--- config.mk ---
export PLATFORM = sky130hd
export DESIGN_NAME = alu_op_issuer
export DESIGN_NICKNAME = d
export VERILOG_FILES = /design/src/rtl/alu_pkg.sv /design/src/rtl/alu_regfile.sv /design/src/rtl/alu_op_issuer.sv
export SDC_FILE = /design/constraint.sdc
export NUM_CORES = 1
export LEC_CHECK = 0
export ABC_CLOCK_PERIOD_IN_PS = 2200
export CAP_MARGIN = 20
export CORE_UTILIZATION = 55
export DETAILED_ROUTE_END_ITERATION = 6
export DONT_BUFFER_PORTS = 1
export GPL_TIMING_DRIVEN = 0
export PLACE_DENSITY = 0.76
export RECOVER_POWER = 50
export SLEW_MARGIN = 10
export SYNTH_ARGS = -nofsm -noshare
export SYNTH_HDL_FRONTEND = slang
export SYNTH_SLANG_ARGS = --single-unit
--- constraint.sdc ---
create_clock -name clk -period 2.2 [get_ports clk]
set_clock_uncertainty 0.1 [all_clocks]
set_input_delay 0.11 -clock clk [delete_from_list [all_inputs] [get_ports clk]]
set_output_delay 0.11 -clock clk [all_outputs]
set_load 0.02 [all_outputs]
--- src/rtl/alu_pkg.sv ---
// Shared opcode encodings and issuer FSM state type for the ALU initiator.
package alu_pkg;

    localparam int ALU_ADD     = 0;
    localparam int ALU_SUB     = 1;
    localparam int ALU_AND     = 2;
    localparam int ALU_OR      = 3;
    localparam int ALU_NOT     = 4;
    localparam int ALU_SHL     = 5;
    localparam int ALU_SHR     = 6;
    localparam int ALU_OP_LAST = 6;

    typedef enum logic [1:0] {
        IDLE = 2'd0,
        READ = 2'd1,
        EXEC = 2'd2,
        RESP = 2'd3
    } state_t;

endpackage

--- src/rtl/alu_regfile.sv ---
// NREG x DATA_W register file: two asynchronous read ports, a host write port and a
// writeback port; writeback wins when both target the same entry in one cycle.
module alu_regfile #(
    parameter int DATA_W = 32,
    parameter int NREG   = 8,
    parameter int RA_W   = $clog2(NREG)
) (
    input  logic              clk,
    input  logic              rst_n,
    input  logic [RA_W-1:0]   ra_addr,
    output logic [DATA_W-1:0] ra_data,
    input  logic [RA_W-1:0]   rb_addr,
    output logic [DATA_W-1:0] rb_data,
    input  logic              hw_en,
    input  logic [RA_W-1:0]   hw_addr,
    input  logic [DATA_W-1:0] hw_data,
    input  logic              wb_en,
    input  logic [RA_W-1:0]   wb_addr,
    input  logic [DATA_W-1:0] wb_data
);

    logic [DATA_W-1:0] mem [NREG];

    assign ra_data = mem[ra_addr];
    assign rb_data = mem[rb_addr];

    // The writeback assignment comes last so it overrides a same-cycle host write.
    always_ff @(posedge clk or negedge rst_n) begin
        if (!rst_n) begin
            for (int i = 0; i < NREG; i++) begin
                mem[i] <= '0;
            end
        end else begin
            if (hw_en) mem[hw_addr] <= hw_data;
            if (wb_en) mem[wb_addr] <= wb_data;
        end
    end

endmodule

--- src/rtl/alu_op_issuer.sv ---
// ALU initiator: takes register-to-register commands, drives the external ALU, writes back
// and returns a response. Optional ALU_ERR_EN adds illegal-opcode detection and rsp_err.
module alu_op_issuer
    import alu_pkg::*;
#(
    parameter int  DATA_W = 32,
    parameter int  NREG   = 8,
    parameter int  OP_W   = 5,
    localparam int RA_W   = $clog2(NREG)
) (
    input  logic              clk,
    input  logic              rst_n,
    input  logic              cmd_valid,
    output logic              cmd_ready,
    input  logic [OP_W-1:0]   cmd_op,
    input  logic [RA_W-1:0]   cmd_rd,
    input  logic [RA_W-1:0]   cmd_rs1,
    input  logic [RA_W-1:0]   cmd_rs2,
    input  logic              wr_en,
    input  logic [RA_W-1:0]   wr_addr,
    input  logic [DATA_W-1:0] wr_data,
    output logic [DATA_W-1:0] alu_a,
    output logic [DATA_W-1:0] alu_b,
    output logic [OP_W-1:0]   alu_opcode,
    input  logic [DATA_W-1:0] alu_result,
    input  logic              alu_zero,
    output logic              rsp_valid,
    input  logic              rsp_ready,
    output logic [DATA_W-1:0] rsp_data,
    output logic              rsp_zero,
    output logic              rsp_negative,
`ifdef ALU_ERR_EN
    output logic              rsp_err,
`endif
    output state_t            dbg_state
);

    // Handshakes: a transfer happens on a rising edge where valid && ready are both high;
    // rsp_valid and rsp_* stay asserted and unchanged until that transfer completes.

    state_t            state_q, state_d;
    logic [OP_W-1:0]   op_q;
    logic [RA_W-1:0]   rd_q, rs1_q, rs2_q;
    logic [DATA_W-1:0] rf_a, rf_b;
    logic              wb_en;

`ifdef ALU_ERR_EN
    logic err_q;
    logic op_illegal;

    assign op_illegal = int'(cmd_op) > ALU_OP_LAST;
    assign wb_en      = (state_q == EXEC) && !err_q;
`else
    assign wb_en      = (state_q == EXEC);
`endif

    alu_regfile #(
        .DATA_W (DATA_W),
        .NREG   (NREG),
        .RA_W   (RA_W)
    ) u_regfile (
        .clk     (clk),
        .rst_n   (rst_n),
        .ra_addr (rs1_q),
        .ra_data (rf_a),
        .rb_addr (rs2_q),
        .rb_data (rf_b),
        .hw_en   (wr_en),
        .hw_addr (wr_addr),
        .hw_data (wr_data),
        .wb_en   (wb_en),
        .wb_addr (rd_q),
        .wb_data (alu_result)
    );

    always_ff @(posedge clk or negedge rst_n) begin
        if (!rst_n) state_q <= IDLE;
        else        state_q <= state_d;
    end

    always_comb begin
        state_d = state_q;
        case (state_q)
            IDLE: if (cmd_valid) state_d = READ;
            READ: state_d = EXEC;
            EXEC: state_d = RESP;
            RESP: if (rsp_ready) state_d = IDLE;
            default: state_d = IDLE;
        endcase
    end

    assign cmd_ready = (state_q == IDLE);
    assign rsp_valid = (state_q == RESP);
    assign dbg_state = state_q;

    always_ff @(posedge clk or negedge rst_n) begin
        if (!rst_n) begin
            op_q         <= '0;
            rd_q         <= '0;
            rs1_q        <= '0;
            rs2_q        <= '0;
            alu_a        <= '0;
            alu_b        <= '0;
            alu_opcode   <= '0;
            rsp_data     <= '0;
            rsp_zero     <= 1'b0;
            rsp_negative <= 1'b0;
`ifdef ALU_ERR_EN
            err_q        <= 1'b0;
            rsp_err      <= 1'b0;
`endif
        end else begin
            case (state_q)
                IDLE: begin
                    if (cmd_valid) begin
                        op_q  <= cmd_op;
                        rd_q  <= cmd_rd;
                        rs1_q <= cmd_rs1;
                        rs2_q <= cmd_rs2;
`ifdef ALU_ERR_EN
                        err_q <= op_illegal;
`endif
                    end
                end
                // Operands are sampled from the pre-edge register contents, so a host
                // write landing on this same edge is not seen.
                READ: begin
                    alu_a      <= rf_a;
                    alu_b      <= rf_b;
                    alu_opcode <= op_q;
                end
                EXEC: begin
`ifdef ALU_ERR_EN
                    if (err_q) begin
                        rsp_data     <= '0;
                        rsp_zero     <= 1'b1;
                        rsp_negative <= 1'b0;
                        rsp_err      <= 1'b1;
                    end else begin
                        rsp_data     <= alu_result;
                        rsp_zero     <= alu_zero;
                        rsp_negative <= alu_result[DATA_W-1];
                        rsp_err      <= 1'b0;
                    end
`else
                    rsp_data     <= alu_result;
                    rsp_zero     <= alu_zero;
                    rsp_negative <= alu_result[DATA_W-1];
`endif
                end
                default: ;
            endcase
        end
    end

endmodule

Word-level counts from Yosys, hierarchy flattened

Index checks and enable logic that the tools add are counted.

$lt $le $gt $ge: 6
Equal/unequal tests: 5
Multiplexer cells: 17
Bitwise logic cells: 4
Reductions and logical operators: 5

Operator list:

| operator                                            | number |
|---|---|
| bitwise mux 256 bit                                 | 2 |
| 2-to-1 mux 256 bit                                  | 2 |
| binary-select mux 32 bit (select 3 bit)             | 2 |
| demux 32 bit (select 3 bit)                         | 2 |
| 2-to-1 mux 32 bit                                   | 6 |
| >= comparator 4 bit, second input constant          | 4 |
| inverter 3 -> 4 bit                                 | 4 |
| < comparator 4 x 1 -> 1 bit, second input constant  | 2 |
| case mux 2 bit (4 select lines)                     | 1 |
| equality test 2 bit, second input constant          | 2 |
| 2-to-1 mux 2 bit                                    | 2 |
| AND reduction 2 bit                                 | 2 |
| equality test 2 x 1 -> 1 bit, second input constant | 1 |
| logical AND 1 bit                                   | 2 |
| logical NOT 2 bit                                   | 1 |
| != test 2 x 1 -> 1 bit, second input constant       | 1 |
| != test 2 bit, second input constant                | 1 |

Register bits: 375
Output and inout bits: 107

Depth between registers and ports, before layout

Gate-level depths: netlist of the first run.

Depth after elaboration: 9
Mapped depth: 8
Mapped depth without buffers: 5

Modules after synthesis

Synthesis of the first run repeated with hierarchy kept, for this count alone.

Cell total of the unflattened synthesis: 1680
Area, all modules: 20853.8 sq um

By module, submodules not included:

| module        | times used | cells an instance | area an instance (sq um) |
|---|---|---|---|
| alu_regfile   | 1          | 1420              | 16348.2 |
| alu_op_issuer | 1          | 260               | 4505.6 |

Worst setup path before layout of the first run

OpenSTA, ideal clock, no wires.

Kind: register -> register
From: register state_q[0], in the netlist dbg_state[0]
To: register op_q[0]
Setup time: 0.125 ns
Data arrival time: 1.785 ns
Required time: 1.975 ns
Slack: 0.190 ns
Cell stages (with the launch flop): 6
Path buffers: 1
Cell sequence: dfrtp_1 -> inv_1 -> ha_1 -> nand2_1 -> buf_1 -> mux2_2

Word-level cells in the longest chain between the ends: 2

RTL lines:

| element                       | line                 | source |
|---|---|---|
| start, declared               | alu_op_issuer.sv:41  | `state_t state_q, state_d;` |
| start signal, assigned        | alu_op_issuer.sv:78  | `else state_q <= state_d;` |
| logical NOT 2 bit             | -                    |  |
| via cmd_ready                 | alu_op_issuer.sv:14  | `output logic cmd_ready,` |
| AND reduction 2 bit (no line) | -                    |  |
| end signal, assigned          | alu_op_issuer.sv:116 | `op_q <= cmd_op;` |
| end, declared                 | alu_op_issuer.sv:42  | `logic [OP_W-1:0] op_q;` |

The timed path passes the listed nets, and every way through them passes these cells.
A chain may end at the register's enable or synchronous reset.

Worst setup path in the final report of the first run

From: register rs1_q[1]
To: register alu_a[26]

Word-level cells in the longest chain between the ends: 4

RTL lines:

| element                                              | line                 | source |
|---|---|---|
| start, declared                                      | alu_op_issuer.sv:43  | `logic [RA_W-1:0] rd_q, rs1_q, rs2_q;` |
| start signal, assigned                               | alu_op_issuer.sv:118 | `rs1_q <= cmd_rs1;` |
| inverter 3 -> 4 bit (implied by the code)            | alu_regfile.sv:24    | `assign ra_data = mem[ra_addr];` |
| binary-select mux 32 bit (select 3 bit)              | alu_regfile.sv:24    |  |
| 2-to-1 mux 32 bit (implied by the code) (2 in a row) | alu_regfile.sv:24    |  |
| end signal, assigned                                 | alu_op_issuer.sv:128 | `alu_a <= rf_a;` |
| end, declared                                        | alu_op_issuer.sv:22  | `output logic [DATA_W-1:0] alu_a,` |

No other way between the ends. The select of a mux whose other input is x is not followed.

==> results of run 1 <==
[power by group]
group	internal (mW)	total, mW	leakage [nW]	switching, mW
Sequential	10.4	14.3	4.46	3.91
Combinational	7.17	17.5	6.05	10.3
Clock	4.86	7.94	0.762	3.08
[through the flow]
| step | power, mW | setup slack, ns |
|---|---|---|
| after global placement | 30.0 | -0.799 |
| after floorplan | 25.1 | 0.190 |
| after CTS | 38.9 | -0.00252 |
| after detailed placement | 30.7 | -0.853 |
| final | 39.7 | -0.0340 |
| after global routing | 41.2 | 0.00478 |
[placed cells by master, fill, tap and decap left out, drive strengths merged]
cell and count:
nand2b 2, ha 4, dfrtp 374, clkbuf 163, nor2 130, dlygate4sd3 83
a21oi 129, buf 142, a22oi 64, bufinv 9, nand3 64, nor4b 2
a211o 64, nand4 2, nor4bb 3, clkinv 10, diode 3, a41o 64
mux2i 448, inv 5, nand4b 6, and4bb 3, o32a 1, o21ai 128
nor2b 131, mux2 53, nand2 129
[metal layers]
| layer | vias to the layer above | track usage, % |
|---|---|---|
| li1 | 7581 | - |
| met1 | 8869 | 49.4 |
| met2 | 1222 | 59.9 |
| met3 | 283 | 11.0 |
| met4 | 0 | 20.2 |
| met5 | - | 0 |
[final cells by class]
type | instances | share of cell area (%)
Tap cell | 511 | 2.63
Clock inverter | 21 | 1.45
Timing Repair Buffer | 88 | 3.63
Antenna cell | 3 | 0.0309
Sequential cell | 374 | 38.6
Multi-Input combinational cell | 1427 | 43.1
Inverter | 3 | 0.0464
Clock buffer | 57 | 4.89
Buffer | 243 | 5.62
[how the worst min path moves through the flow]
stage	to	slack, ns	from
finish	op_q[1]	-0.84	rst_n
global route	op_q[1]	-0.86	rst_n
CTS	u_regfile.mem[124]	-0.88	rst_n
detailed placement	op_q[1]	-0.27	rst_n
global placement	alu_opcode[2]	-0.27	rst_n
floorplan	alu_a[0]	-0.29	rst_n
[registers in the layout, indices dropped and copies added (netlist names)]
register	cells
u_regfile.mem	256
rs2_q	3
alu_a	32
alu_opcode	5
op_q	5
rsp_zero	1
rd_q	3
alu_b	32
rsp_data	32
rs1_q	3
dbg_state	2
[cells in the mapped netlist]
library cell,instances
mux2i_1,448
dfrtp_1,374
nor2b_1,131
nor2_1,130
a21oi_1,129
nand2_1,129
clkbuf_1,103
o21ai_0,98
buf_2,89
a211o_1,64
a22oi_1,64
a41o_1,64
nand3_1,64
mux2_2,53
buf_4,23
o21ai_1,20
buf_6,14
buf_1,13
o21ai_2,10
nand4b_1,6
ha_1,4
and4bb_2,3
inv_1,3
nor4bb_1,3
clkbuf_2,2
nand2b_1,2
nand4_1,2
nor4b_4,2
o32a_1,1
[what timing repair did]
| item | in CTS | in global routing |
|---|---|---|
| hold endpoints to repair | 669 | 374 |
| gates resized for setup | 72 | 38 |
| endpoints found under the setup margin | 339 | 244 |
| pin swaps | 1 | 0 |
| buffers inserted | 5 | 0 |
[kinds of logic (layout without fill, tap and decap cells)]
kind of cell               count (synthesis)  count (layout)  share of synthesized area (%)
adders and majority gates                  4               4                          0.238
buffers and inverters                    247             412                           5.86
and+or+nand+nor                          472             472                           11.0
other                                      0               3                              0
DFF                                      374             374                           44.5
AOI/OAI and AO/OA                        450             450                           14.3
muxes                                    501             501                           24.1
==> out/qor.txt, run 1 <==
outcome: finished, violations left
failing checks: DRC, hold timing, slew limit, setup timing
Tcrit/Tclk final: 102%
share of cells above drive strength 1: 15.3%
startpoint types: flip-flop
DR WL met2: 34.0 mm
pwr dens: 1640 nW/µm²
worst path arrival time: 2.62 ns
met1 wire length: 28.9 mm
Peak Freq: 0.448 GHz
crit path to: alu_a[26]
DR top layer: met4
DR WL met3: 8.39 mm
reg-to-reg critical path endpoint: alu_a[26]
post-synthesis cell type count: 29
sequential cell area: 9360 µm²
Seq/Total Area, Yosys: 44.5%
max-slew violations: 186
Rel. slew slack: -34.3%
Root Buffer: clkbuf_16
VDD IR-drop max: 1.13 mV
WHS: -0.842 ns
CTS tree: done
Hold Buf Count CTS: 83
Initial Util: 55.9%
Max stage delay on crit path: 0.50 ns
crit end category: flip-flop
CP Launch Point: rs1_q[1]
Setup CP Type: reg2reg
cell taking the most area after synthesis: dfrtp_1
drc violations: 2
share of the synthesized area in the top cell type: 44.5%
flops & latches, synth: 374
Ports: 194
Clock transition at path regs: 0.06 ns
# setup viols final: 5
Final min period: 2.23 ns
Non-Filler Instances: 2727
Mapped Cells: 2048
initial antenna violation count: 1
Core Box Area: 37700 µm²
cell area after placement: 21700 µm²
vias in the first global route: 17900
Buf+Inv Stages, Crit Path: 2
post-placement cell count: 2559
worst slew pin tran: 2.01 ns
H-tree depth: 2
Leak Pwr: 11.3 nW
First-pass DRT Iterations: 7
Global Route Usage Sum: 38.7%
Nets: 2270
port buffer count: 0
Die ar.: 39000 µm²
Die X-Extent: 198 µm
synthesized area: 21000 µm²
final core occ: 64.5%
pin count of the biggest net entering global routing: 375
top cells by area, synth: dfrtp_1 (44%), mux2i_1 (21%), nor2b_1 (3.9%)
Yosys warning total: 0
CP Depth: 5
Antenna Violating Nets Remaining: 0
DPL Wire Length: 48.6 mm
Final Cell Area: 24300 µm²
Initial DRC Count: 2110
critical-path cell list: buf_2 > nor2_1 > clkbuf_2 > a22oi_1 > a41o_1
final worst slack: -0.0340 ns
fillers: 3002
total CTS buffers: 42
CP Max Fanout: 10
Vias/cell: 6.58
Mapped Nets: 2139
vias: 18000
Reg2Reg Depth: 5
setup TNS: -0.0752 ns
gpl congestion: 0.951
Die Ht: 198 µm
RSZ-0062 raised after global routing: no
clk sinks: 374
Clock Latency Late Sink: 0.60 ns
worst reg2reg path startpoint: rs1_q[1]
Hold WC Path Type: in2async
max-cap violation count: 0
Critical Path RT: 2.59 ns
Post-Route WL: 75.2 mm
cell family with most CP delay: buffers and inverters
cell row count: 71
post-DR wirelength/cell: 27.6 µm
Final Hold Vio Count: 374
first-pass GRT wire length: 112 mm
Layout Area Growth over Synthesis: 15.4%
clock buffer depth: 3
Slowest-stage cell, CP: nor2_1
grt ovf: 0
mean post-synth cell area: 10.3 µm²
FF-to-FF setup slack: -0.03 ns
Multi-input gate area: 10500 µm²
(Power assumes the default switching activity.)
==> inputs of run 2 (changes only) <==
==> constraint.sdc (replaced) <==
create_clock -name clk -period 2.2 [get_ports clk]
set_clock_uncertainty 0.1 [all_clocks]
set_input_delay 0.11 -clock clk [delete_from_list [all_inputs] [get_ports clk]]
set_output_delay 0.11 -clock clk [all_outputs]
set_load 0.005 [all_outputs]
==> out/qor.txt, run 2 (same netlist as run 1, synthesis figures left out) <==
outcome: finished, violations left
failing checks: hold timing, slew limit, setup timing
Logic pwr share: 45.1% (+1.1 points)
Hold Buf Count CTS: 83 (unchanged)
Layout Area Growth over Synthesis: 15.2%
drc violations: 0 (-2)
First-pass DRT Iterations: 5 (-2)
Reg2Reg Depth: 5 (unchanged)
Ports: 194 (unchanged)
pwr dens: 1590 nW/µm² (-2.8%)
setup TNS: -0.0890 ns (-0.0138 ns)
commonest cells after routing, fill and taps aside: mux2i_1 (448), dfrtp_1 (374), nor2b_1 (131)
# setup viols final: 3 (-2)
gpl congestion: 0.951 (unchanged)
Vias/cell: 6.53 (-0.87%)
vias: 17800 (-0.95%)
cell area after placement: 21700 µm² (unchanged)
Die Ht: 198 µm (unchanged)
critical-path cell list: buf_2 > nor2_1 > clkbuf_2 > a22oi_1 > a41o_1
part of the power in the clock network: 20.6% (+0.6 points)
H-tree depth: 2 (unchanged)
reg-to-reg critical path endpoint: alu_a[26]
worst slew pin tran: 1.91 ns (-0.106 ns)
worst reg2reg path startpoint: rs1_q[1]
DPL Wire Length: 48.6 mm (unchanged)
share of cells above drive strength 1: 15.1% (-0.19 points)
Clock transition at path regs: 0.06 ns (about the same)
Critical Path RT: 2.58 ns (about the same)
Die ar.: 39000 µm² (unchanged)
Peak Freq: 0.444 GHz (-0.80%)
final core occ: 64.4% (-0.076 points)
CTS tree: done
sequential share of power: 34.3% (-1.7 points)
startpoint types: flip-flop
worst path arrival time: 2.63 ns (about the same)
Rel. slew slack: -27.2% (+7.1 points)
Root Buffer: clkbuf_16
Initial DRC Count: 2182 (+3.4%)
CP Max Fanout: 10 (unchanged)
Final min period: 2.25 ns (+0.0180 ns)
port buffer count: 0 (unchanged)
Final Hold Vio Count: 374 (unchanged)
post-DR wirelength/cell: 27.5 µm (-0.27%)
total CTS buffers: 42 (unchanged)
Clock Latency Late Sink: 0.60 ns (about the same)
Setup CP Type: reg2reg
max-cap violation count: 0 (unchanged)
crit end category: flip-flop
grt ovf: 0 (unchanged)
Final Cell Area: 24200 µm² (-0.12%)
Tcrit/Tclk final: 102% (+0.82 points)
Slowest-stage cell, CP: nor2_1
Sw Pwr: 16.1 mW (-6.7%)
commonest non-fill, non-tap cell in the layout: mux2i_1
clk sinks: 374 (unchanged)
first-pass GRT wire length: 112 mm (about the same)
Inserted Diodes: 0 (-3)
FF-to-FF setup slack: -0.05 ns (-0.02 ns)
Core Box Area: 37700 µm² (unchanged)
Switching Share: 41.8% (-1.7 points)
VDD IR-drop max: 1.01 mV (-9.9%)
Largest register FFs: 256 (unchanged)
WHS: -0.848 ns (-0.00631 ns)
initial antenna violation count: 1 (unchanged)
Largest Register: u_regfile.mem
Post-Route WL: 74.9 mm (-0.34%)
final worst slack: -0.0520 ns (-0.0180 ns)
clock buffer depth: 3 (unchanged)
Global Route Usage Sum: 38.7% (about the same)
Non-Filler Instances: 2725 (-0.073%)
Antenna Violating Nets Remaining: 0 (unchanged)
Leak Pwr: 11.3 nW (about the same)
Max stage delay on crit path: 0.50 ns (about the same)
Hold WC Path Type: in2async
cell row count: 71 (unchanged)
Initial Util: 55.9% (unchanged)
P_int: 22.4 mW (about the same)
max-slew violations: 150 (-19%)
pin count of the biggest net entering global routing: 375 (unchanged)
Nets: 2271 (+0.044%)
vias in the first global route: 18000 (+0.31%)
post-placement cell count: 2559 (unchanged)
Die X-Extent: 198 µm (unchanged)
run 2: per-stage QoR:
step,worst slack (ns),power [mW]
after floorplan,0.399,24.0
after global placement,-0.715,28.9
after detailed placement,-0.771,29.5
after CTS,-0.000965,37.8
after global routing,-0.0830,40.1
final,-0.0520,38.5
run 2: timing repair:
item | in CTS | in global routing
resized for setup | 63 | 48
endpoints found under the hold margin | 669 | 374
endpoints found under the setup margin | 327 | 228
pin swaps | 1 | 0
setup buffers | 6 | 0
run 2: how the worst max path moves through the flow:
stage,start,to,slack [ns],cells past startpoint
after floorplan,dbg_state[0],u_regfile.mem[24],0.40,7
after global placement,dbg_state[0],u_regfile.mem[23],-0.72,7
after detailed placement,dbg_state[0],u_regfile.mem[23],-0.77,7
after CTS,dbg_state[0],u_regfile.mem[117],-0.001,6
after global routing,dbg_state[0],u_regfile.mem[105],-0.08,6
final,rs1_q[1],alu_a[26],-0.05,5
run 2: cell type report:
| cell class | instances | area, µm² |
|---|---|---|
| Tap cell | 511 | 639 |
| Clock inverter | 21 | 353 |
| Fill cell | 2991 | 13400 |
| Timing Repair Buffer | 89 | 876 |
| Multi-Input combinational cell | 1427 | 10500 |
| Clock buffer | 57 | 1190 |
| Sequential cell | 374 | 9360 |
| Buffer | 243 | 1360 |
| Inverter | 3 | 11.3 |
run 2: worst max-delay path: cells and delay by family (launching register included):
family | cells | cell delay (ns)
simple gates | 1 | 0.50
flops | 1 | 0.36
compound gates | 2 | 0.52
buf+inv | 2 | 0.67
run 2: routing by layer:
metal | vias up | GRT usage, % | part of all wire (%)
met1 | 8736 | 49.3 | 38
li1 | 7603 | - | -
met4 | 0 | 20.9 | 5.4
met2 | 1159 | 59.5 | 45
met5 | - | 0 | 0
met3 | 287 | 11.2 | 12
run 2: power by group through the flow:
| stage | clock network [mW] | logic, mW | registers, mW |
|---|---|---|---|
| finish | 7.94 | 17.4 | 13.2 |
| global route | 8.22 | 18.3 | 13.6 |
| CTS | 7.94 | 16.7 | 13.1 |
| detailed placement | 0 | 16.4 | 13.2 |
| global placement | 0 | 15.9 | 13.0 |
| floorplan | 0 | 11.7 | 12.3 |
